==> src/rtl/cdb_arbiter.sv <==
// cdb_arbiter: shares the common data bus between the ALU, the branch unit and
// the load/store buffer. Each producer owns a one-entry holding slot. A
// round-robin pointer picks one candidate per cycle into a registered broadcast.
// Optional feature macro: CDB_BYPASS_EN. When it is defined, an empty slot
// offers the live producer input as its candidate, which gives 1-edge latency.
// Handshake: a producer result transfers on a rising edge where valid and
// ready are both high. The producer holds valid/tag/data stable until then.
// ready never depends on the producer's own valid, so there is no loop.
module cdb_arbiter #(
    parameter int TAG_W  = 4,
    parameter int DATA_W = 32
) (
    input  logic              clk,
    input  logic              rst,
    input  logic              flush,
    input  logic              alu_valid,
    input  logic [TAG_W-1:0]  alu_tag,
    input  logic [DATA_W-1:0] alu_data,
    output logic              alu_ready,
    input  logic              branch_valid,
    input  logic [TAG_W-1:0]  branch_tag,
    input  logic [DATA_W-1:0] branch_data,
    output logic              branch_ready,
    input  logic              lsbuf_valid,
    input  logic [TAG_W-1:0]  lsbuf_tag,
    input  logic [DATA_W-1:0] lsbuf_data,
    output logic              lsbuf_ready,
    output logic              cdb_valid,
    output logic [TAG_W-1:0]  cdb_tag,
    output logic [DATA_W-1:0] cdb_data,
    output logic [1:0]        cdb_src,
    output logic [1:0]        dbg_rr
);

    // Source index: 0 = ALU, 1 = branch, 2 = LSBuf.
    logic [2:0]        w_in_valid;
    logic [TAG_W-1:0]  w_in_tag  [3];
    logic [DATA_W-1:0] w_in_data [3];

    logic [2:0]        r_slot_v;
    logic [TAG_W-1:0]  r_slot_tag  [3];
    logic [DATA_W-1:0] r_slot_data [3];

    logic [2:0]        w_cand_v;
    logic [TAG_W-1:0]  w_cand_tag  [3];
    logic [DATA_W-1:0] w_cand_data [3];

    logic [2:0]        w_grant;
    logic [1:0]        w_win;
    logic              w_any;
    logic [2:0]        w_ready;
    logic [2:0]        w_accept;
    logic [2:0]        w_bypass_win;

    logic [1:0]        r_rr;
    logic [1:0]        w_rr_next;

    function automatic logic [1:0] rr_inc(input logic [1:0] x);
        return (x == 2'd2) ? 2'd0 : x + 2'd1;
    endfunction

    assign w_in_valid   = {lsbuf_valid, branch_valid, alu_valid};
    assign w_in_tag[0]  = alu_tag;
    assign w_in_tag[1]  = branch_tag;
    assign w_in_tag[2]  = lsbuf_tag;
    assign w_in_data[0] = alu_data;
    assign w_in_data[1] = branch_data;
    assign w_in_data[2] = lsbuf_data;

    // Candidate per source: the held slot, or (bypass build) the live input when the slot is empty.
    always_comb begin
        for (int i = 0; i < 3; i++) begin
`ifdef CDB_BYPASS_EN
            w_cand_v[i]    = r_slot_v[i] | w_in_valid[i];
            w_cand_tag[i]  = r_slot_v[i] ? r_slot_tag[i]  : w_in_tag[i];
            w_cand_data[i] = r_slot_v[i] ? r_slot_data[i] : w_in_data[i];
`else
            w_cand_v[i]    = r_slot_v[i];
            w_cand_tag[i]  = r_slot_tag[i];
            w_cand_data[i] = r_slot_data[i];
`endif
        end
    end

    // Round-robin pick: scan from r_rr upward, first candidate wins.
    always_comb begin
        logic [1:0] idx;
        w_grant = '0;
        w_win   = 2'd0;
        w_any   = 1'b0;
        idx     = r_rr;
        for (int k = 0; k < 3; k++) begin
            if (!w_any && w_cand_v[idx]) begin
                w_grant[idx] = 1'b1;
                w_win        = idx;
                w_any        = 1'b1;
            end
            idx = rr_inc(idx);
        end
    end

    // Ready/accept: an empty slot, or one draining this cycle, can take a new result.
    always_comb begin
        for (int i = 0; i < 3; i++) begin
            w_ready[i]      = rst & ~flush & (~r_slot_v[i] | w_grant[i]);
            w_accept[i]     = w_in_valid[i] & w_ready[i];
            // A grant to an empty slot means the live input went straight to the bus.
            w_bypass_win[i] = w_grant[i] & ~r_slot_v[i];
        end
    end

    assign alu_ready    = w_ready[0];
    assign branch_ready = w_ready[1];
    assign lsbuf_ready  = w_ready[2];

    // Holding slots: drain on grant, refill on accept (refill wins when both happen).
    always_ff @(posedge clk or negedge rst) begin
        if (!rst) begin
            r_slot_v <= '0;
            for (int i = 0; i < 3; i++) begin
                r_slot_tag[i]  <= '0;
                r_slot_data[i] <= '0;
            end
        end else if (flush) begin
            r_slot_v <= '0;
        end else begin
            for (int i = 0; i < 3; i++) begin
                if (w_accept[i] && !w_bypass_win[i]) begin
                    r_slot_v[i]    <= 1'b1;
                    r_slot_tag[i]  <= w_in_tag[i];
                    r_slot_data[i] <= w_in_data[i];
                end else if (w_grant[i]) begin
                    r_slot_v[i] <= 1'b0;
                end
            end
        end
    end

    // Broadcast register: one-cycle valid pulse per grant; payload holds when idle.
    always_ff @(posedge clk or negedge rst) begin
        if (!rst) begin
            cdb_valid <= 1'b0;
            cdb_tag   <= '0;
            cdb_data  <= '0;
            cdb_src   <= 2'd0;
        end else if (flush) begin
            cdb_valid <= 1'b0;
        end else if (w_any) begin
            cdb_valid <= 1'b1;
            cdb_tag   <= w_cand_tag[w_win];
            cdb_data  <= w_cand_data[w_win];
            cdb_src   <= w_win;
        end else begin
            cdb_valid <= 1'b0;
        end
    end

    // Round-robin pointer state register.
    always_ff @(posedge clk or negedge rst) begin
        if (!rst) begin
            r_rr <= 2'd0;
        end else begin
            r_rr <= w_rr_next;
        end
    end

    // Pointer next state: one past the winner; frozen on flush or when idle.
    always_comb begin
        w_rr_next = r_rr;
        if (!flush && w_any) begin
            w_rr_next = rr_inc(w_win);
        end
    end

    // Pointer output: exposed for observation.
    always_comb begin
        dbg_rr = r_rr;
    end

endmodule

==> config.mk <==
export PLATFORM = sky130hd
export DESIGN_NAME = cdb_arbiter
export DESIGN_NICKNAME = d
export VERILOG_FILES = /design/src/rtl/cdb_arbiter.sv
export SDC_FILE = /design/constraint.sdc
export NUM_CORES = 1
export LEC_CHECK = 0
export BUFFER_PORTS_ARGS = -buffer_cell sky130_fd_sc_hd__buf_2
export CAP_MARGIN = 0
export CELL_PAD_IN_SITES_DETAIL_PLACEMENT = 0
export CELL_PAD_IN_SITES_GLOBAL_PLACEMENT = 2
export CORE_MARGIN = 2
export CORE_UTILIZATION = 36
export CTS_CLUSTER_DIAMETER = 50
export DETAILED_ROUTE_END_ITERATION = 10
export PLACE_DENSITY = 0.85
export SLEW_MARGIN = 20
export SYNTH_ARGS = -nofsm -noshare
export SYNTH_HDL_FRONTEND = slang
export SYNTH_SLANG_ARGS = --single-unit
==> constraint.sdc <==
create_clock -name clk -period 2.4 [get_ports clk]
set_clock_uncertainty 0.05 [all_clocks]
set_input_delay 0.48 -clock clk [delete_from_list [all_inputs] [get_ports clk]]
set_output_delay 0.48 -clock clk [all_outputs]
set_load 0.01 [all_outputs]
# Word level (Yosys, flattened, before mapping)
# Cells that the tools add are included.
# Widths: inputs -> output; s select.
dict set report op_classes {
  add_sub_neg 3
  mul 0
  div 0
  magnitude_cmp 7
  eq_ne 3
  shift 0
  muxes 39
  bitwise_logic 20
  n_reduce_logical 22
}
# operator n
set ops {}
lappend ops {{$bmux 32 s2} 1}
lappend ops {{$mux 32} 2}
lappend ops {{$mux 1} 17}
lappend ops {{$mux 2} 6}
lappend ops {{$mux 3} 4}
lappend ops {{$and 1x1->1} 10}
lappend ops {{$logic_and 1x1->1} 9}
lappend ops {{$lt 2x3->1 const B} 3}
lappend ops {{$reduce_bool 3->1} 3}
lappend ops {{$bmux 4 s2} 1}
lappend ops {{$mux 4} 2}
lappend ops {{$reduce_and 2->1} 4}
lappend ops {{$add 2x1->2 const B} 3}
lappend ops {{$bmux 1 s2} 3}
lappend ops {{$demux 1 s2} 3}
lappend ops {{$eq 2x2->1 const B} 3}
lappend ops {{$ge 2x1->1 const B} 3}
lappend ops {{$logic_not 1->1} 6}
lappend ops {{$or 3x3->3} 2}
lappend ops {{$not 1->1} 4}
lappend ops {{$ge 3x3->1 const B} 1}
lappend ops {{$not 2->3} 1}
lappend ops {{$or 1x1->1} 3}
dict set report totals {
  regBits 152
  latch_bits 0
  mem_bits_rw 0
  rom_bits 0
  input_bits 114
  n_memories 0
}

# Depth between registers and ports, before layout
dict set report depth {
  word_depth 16
  ltp_mapped 7
}

# Worst setup path before layout
# Ideal clock, no wire load.
dict set report synth_timing {
  path_kind {reg2reg}
  startpoint {register r_rr[1] (netlist: dbg_rr[1])}
  endpoint {register r_slot_data[16] in the netlist's numbering}
  setup_ns 0.125
  t_arrival_ns 1.698
  required_time_ns 2.225
  slack_ns 0.527
  stages_incl_launch_ff 7
  path_buffers 2
  path_cell_list {dfrtp_1 > buf_6 > mux2i_1 > o31ai_2 > a21oi_4 > buf_6 > mux2_2}
}
dict set report synth_via {
  elab_chain_len 15
}
# element line
set synth_rtl {}
lappend synth_rtl {{from (decl)} 55} ;# logic [1:0] r_rr;
lappend synth_rtl {{from (signal assigned)} 163} ;# r_rr <= w_rr_next;
lappend synth_rtl {{$add 2x1->2 or $eq 2x2->1 (tied branches)} 59} ;# return (x == 2'd2) ? 2'd0 : x + 2'd1;
lappend synth_rtl {{$mux 2} 59}
lappend synth_rtl {{$add 2x1->2 (tied with other cells)} 59}
lappend synth_rtl {{$mux 2 or $logic_and 1x1->1 (tied branches)} {59, 94}}
lappend synth_rtl {{$lt 2x3->1 (implied by the code) (tied with other cells)} 94} ;# w_grant[idx] = 1'b1;
lappend synth_rtl {{$logic_and 1x1->1 (implied by the code) or $demux 1 s2 (tied branches)} 94}
lappend synth_rtl {{$mux 1 (implied by the code) or $or 3x3->3 (tied branches)} -}
lappend synth_rtl {{$demux 1 s2 or $mux 3 (tied branches)} {94, 93}}
lappend synth_rtl {{$or 3x3->3 (no line)} -}
lappend synth_rtl {{$mux 3 *} 93} ;# if (!w_any && w_cand_v[idx]) begin
lappend synth_rtl {{$or 1x1->1} 105} ;# w_ready[i] = rst & ~flush & (~r_slot_v[i] | w_grant[i]);
lappend synth_rtl {{$and 1x1->1} 105}
lappend synth_rtl {{$and 1x1->1} 106} ;# w_accept[i] = w_in_valid[i] & w_ready[i];
lappend synth_rtl {{$logic_and 1x1->1 *} 128} ;# if (w_accept[i] && !w_bypass_win[i]) begin
lappend synth_rtl {{$reduce_and 2->1 (no line) *} -}
lappend synth_rtl {{to (signal, indexed assignment)} 131} ;# r_slot_data[i] <= w_in_data[i];
lappend synth_rtl {{to (decl)} 42} ;# logic [DATA_W-1:0] r_slot_data [3];
# Mark *: on every way between the ends. The rest lies on a longest branch, timed or not. The select of a mux whose other input is x is not followed.
# A chain may end at the register's enable or synchronous reset.

# Worst setup path in the final report
dict set report layout_timing {
  startpoint {register r_rr[1] (netlist: dbg_rr[1])}
  endpoint {output lsbuf_ready}
}
dict set report layout_via {
  elab_chain_len 12
}
# element line
set layout_rtl {}
lappend layout_rtl {{$add 2x1->2 or $eq 2x2->1 (tied branches)} 59}
lappend layout_rtl {{$mux 2} 59}
lappend layout_rtl {{$add 2x1->2 (tied with other cells)} 59}
lappend layout_rtl {{$mux 2 or $logic_and 1x1->1 (tied branches)} {59, 94}}
lappend layout_rtl {{$lt 2x3->1 (implied by the code) (tied with other cells)} 94}
lappend layout_rtl {{$logic_and 1x1->1 (implied by the code) or $demux 1 s2 (tied branches)} 94}
lappend layout_rtl {{$mux 1 (implied by the code) or $or 3x3->3 (tied branches)} -}
lappend layout_rtl {{$demux 1 s2 or $mux 3 (tied branches)} {94, 93}}
lappend layout_rtl {{$or 3x3->3 (no line)} -}
lappend layout_rtl {{$mux 3 *} 93}
lappend layout_rtl {{$or 1x1->1 *} 105}
lappend layout_rtl {{$and 1x1->1 *} 105}
lappend layout_rtl {{to (decl)} 27} ;# output logic lsbuf_ready,
# Marks and branches as above.

==> results.txt <==
----------------------------------------------------
[Status]
  Result of the run ... finished, final reports clean

[Route]
  Via-to-Cell Ratio ... 5.17
  Routed length per placed instance ... 18.6 um
  DRT Wirelength ... 15600 um
  Antenna Nets Post-Route ... 0
  Initial detailed-routing violation count ... 284
  Total vias in the final route ... 4319
  Count of TritonRoute iterations in the first routing pass ... 4
  Remaining design rule violation count ... 0

[Placed design]
  Placement-stage worst setup slack ... 136 ps
  Placed wire-length estimate ... 10400 um
  Global placer's final weighted congestion ... 0.745
  Placed cells ... 806
  Cell area after placement ... 7270 um2
  Number of port buffers ... 157

[Die]
  I/O Pins ... 158
  Die extent in x ... 136 um
  Placeable core area ... 17100 um2
  Number of placement rows ... 48
  Initial Util ... 0.366
  Die footprint ... 18500 um2
  Die height ... 136 um

[CTS]
  Clk sink count ... 152
  Depth of the CTS H-tree ... 4
  Inserted Clock Buffers ... 17
  Hold-fix buffers, CTS ... 0
  Maximum root-to-sink buffer count ... 2
  Cell at the root of the clock tree ... sky130_fd_sc_hd__clkbuf_16
  TritonCTS clock tree ... built
  Clock slew seen by the registers of the worst setup and hold paths ... 60 ps
  Insertion delay of the later-clocked pin in the worst-skew pair ... 410 ps

[Synth]
  Async SR Flop Fraction ... 1.00
  Mean cell area of the mapped netlist ... 14.2 um2
  Register bit total from synthesis ... 152
  Synth warnings ... 0
  Instance count of the mapped netlist ... 442
  Register area share after synthesis ... 0.608
  Total standard cell area after synthesis ... 6260 um2
  Number of enable-type register cells in the synthesized netlist ... 0
  Count of distinct cell types in the synthesized netlist ... 29
  Net count of the mapped netlist ... 556
  Primary FF master, synth ... sky130_fd_sc_hd__dfrtp_1

[Final layout]
  Highest-count cells in the layout ignoring fill and taps ... 156 x sky130_fd_sc_hd__buf_2, 150 x sky130_fd_sc_hd__dfrtp_1, 101 x sky130_fd_sc_hd__mux2_2, 75 x sky130_fd_sc_hd__a22oi_1, 36 x sky130_fd_sc_hd__o21ai_0
  Final Net Count ... 714
  Most common cell after layout, fill and taps aside ... sky130_fd_sc_hd__buf_2
  Area overhead of the layout relative to synthesis ... 26.3%
  Diodes inserted ... 0
  Sequential standard cell area ... 3810 um2
  Post-layout instance count excluding filler cells ... 836
  Cell area after layout ... 7900 um2
  Fraction of final layout cells sized beyond drive strength 1 ... 0.512
  Area taken by multi-input logic gates ... 2240 um2
  Fill count ... 1568

[Setup path]
  Startpoint kind of the worst setup timing path ... flop
  Arrival time at the worst endpoint ... 1690 ps
  Maximum net fanout on the critical path ... 10
  Critical path's largest stage delay ... 460 ps
  Crit path cell chain ... mux2i_1 -> o31ai_2 -> a21oi_1 -> buf_2
  Worst path required time ... 1870 ps
  Max stage delay cell, worst path ... sky130_fd_sc_hd__dfrtp_2
  Endpoint class of the critical path ... output pin
  Category of the most critical setup path ... reg -> out

[GRT]
  First-pass GRT wire length ... 24500 um
  GRT Resource Usage Total ... 0.174
  Maximum number of pins on one net before global-route repair ... 156
  GR Overflow Total ... 0
  Initial antenna violation count ... 0
  Via count of the first global-routing pass ... 4736

[Timing]
  Min cycle time layout ... 2220 ps
  Final setup margin ... 185 ps
  FMAX ... 451 MHz
  Post-Route Setup TNS ... 0 ps
  Slew at the pin closest to its max-slew limit ... 955 ps
  Normalized max-slew margin ... 0.363
  RSZ-0062 raised after global routing ... false
  Final number of setup-violating endpoints ... 0
  Final Max Tran Viols ... 0
  Final hold violations ... 0
  Share of the clock period used by the worst path ... 0.923

[Power]
  Static leakage power ... 3.56 nW
  Worst supply voltage drop on vdd ... 0.486 mV
  Power density over cell area ... 941 nW/um2
  Pwr Total ... 7.43 mW

[Run]
  Total of max-cap violations ... 0

[Worst hold path]
  Path category of the worst min-delay check ... in -> async

----------------------------------------------------
synth_stat cells (2+ instances only):
cell	count	area, um2
sky130_fd_sc_hd__a21oi_1	4	20.0
sky130_fd_sc_hd__a21oi_4	3	48.8
sky130_fd_sc_hd__a22o_1	2	17.5
sky130_fd_sc_hd__a22oi_1	75	563
sky130_fd_sc_hd__buf_2	11	55.1
sky130_fd_sc_hd__buf_4	8	60.1
sky130_fd_sc_hd__buf_6	7	78.8
sky130_fd_sc_hd__clkbuf_1	7	26.3
sky130_fd_sc_hd__dfrtp_1	152	3800
sky130_fd_sc_hd__inv_1	3	11.3
sky130_fd_sc_hd__mux2_1	8	90.1
sky130_fd_sc_hd__mux2_2	101	1140
sky130_fd_sc_hd__nand2_1	6	22.5
sky130_fd_sc_hd__nand2b_1	2	12.5
sky130_fd_sc_hd__nor2_1	4	15.0
sky130_fd_sc_hd__o21ai_0	36	180
per-stage QoR:
stage               hold WS [ps]   util
CTS                          224  0.461
floorplan                    134      -
finish                       165  0.462
global route                 225  0.462
global placement             418  0.424
detailed placement           427  0.424
worst paths after layout:
path / start / cells after the start / endpoint / slack (ps)
min reg2reg: r_slot_data[19] / 1 / r_slot_data[19] / 440
max in group asynchronous: rst / 2 / r_slot_data[10] / 1510
max reg2reg: dbg_rr[1] / 4 / cdb_data[7] / 200
max: dbg_rr[1] / 4 / lsbuf_ready / 180
min in group clk: lsbuf_data[19] / 2 / r_slot_data[19] / 240
min: rst / 2 / r_slot_tag[1] / 160
state kept, by name, indices dropped and copies added (netlist names):
name	flops
cdb_data	32
cdb_src	2
cdb_tag	4
cdb_valid	1
dbg_rr	2
r_slot_data	96
r_slot_tag	12
r_slot_v	3
critical path, delay by kind of cell, from the launching register on:
family          cells  cell delay, ps
flops               1             460
compound gates      2             340
mux                 1             300
buf+inv             1             170
logic make-up after synthesis:
| family | count (synthesis) | synth area share |
|---|---|---|
| DFF | 152 | 0.608 |
| AOI/OAI and AO/OA | 128 | 0.144 |
| muxes | 110 | 0.198 |
| buffers and inverters | 36 | 0.0370 |
| and+or+nand+nor | 16 | 0.0132 |
area by class of cell:
type	instances	share of cell area
clock buffers	21	0.0583
multi-input cells	254	0.283
inverters	3	0.00143
well taps	225	0.0356
clock inverters	9	0.0219
repair buffers	172	0.118
flip-flops and latches	152	0.482
per-layer routing:
metal  part of all wire  vias up  global-route usage  wire length, um
met5                  0        -                   0                0
met4              0.011        0              0.0457              169
met3              0.067       17              0.0567             1040
met2               0.50      123               0.298             7810
met1               0.42     2217               0.212             6570
li1                   -     1962                   -                -
repair_timing:
action / in CTS / in global routing
setup endpoints to repair: 0 / 19
setup buffers: 0 / 0
gates resized for setup: 0 / 2
power by group:
part	total, mW	switching [mW]	internal, mW
clock network	2.88	0.995	1.88
logic	1.17	0.545	0.621
registers	3.39	0.302	3.09
total	7.43	1.84	5.59
No activity file was read; power rests on OpenSTA's default activity.
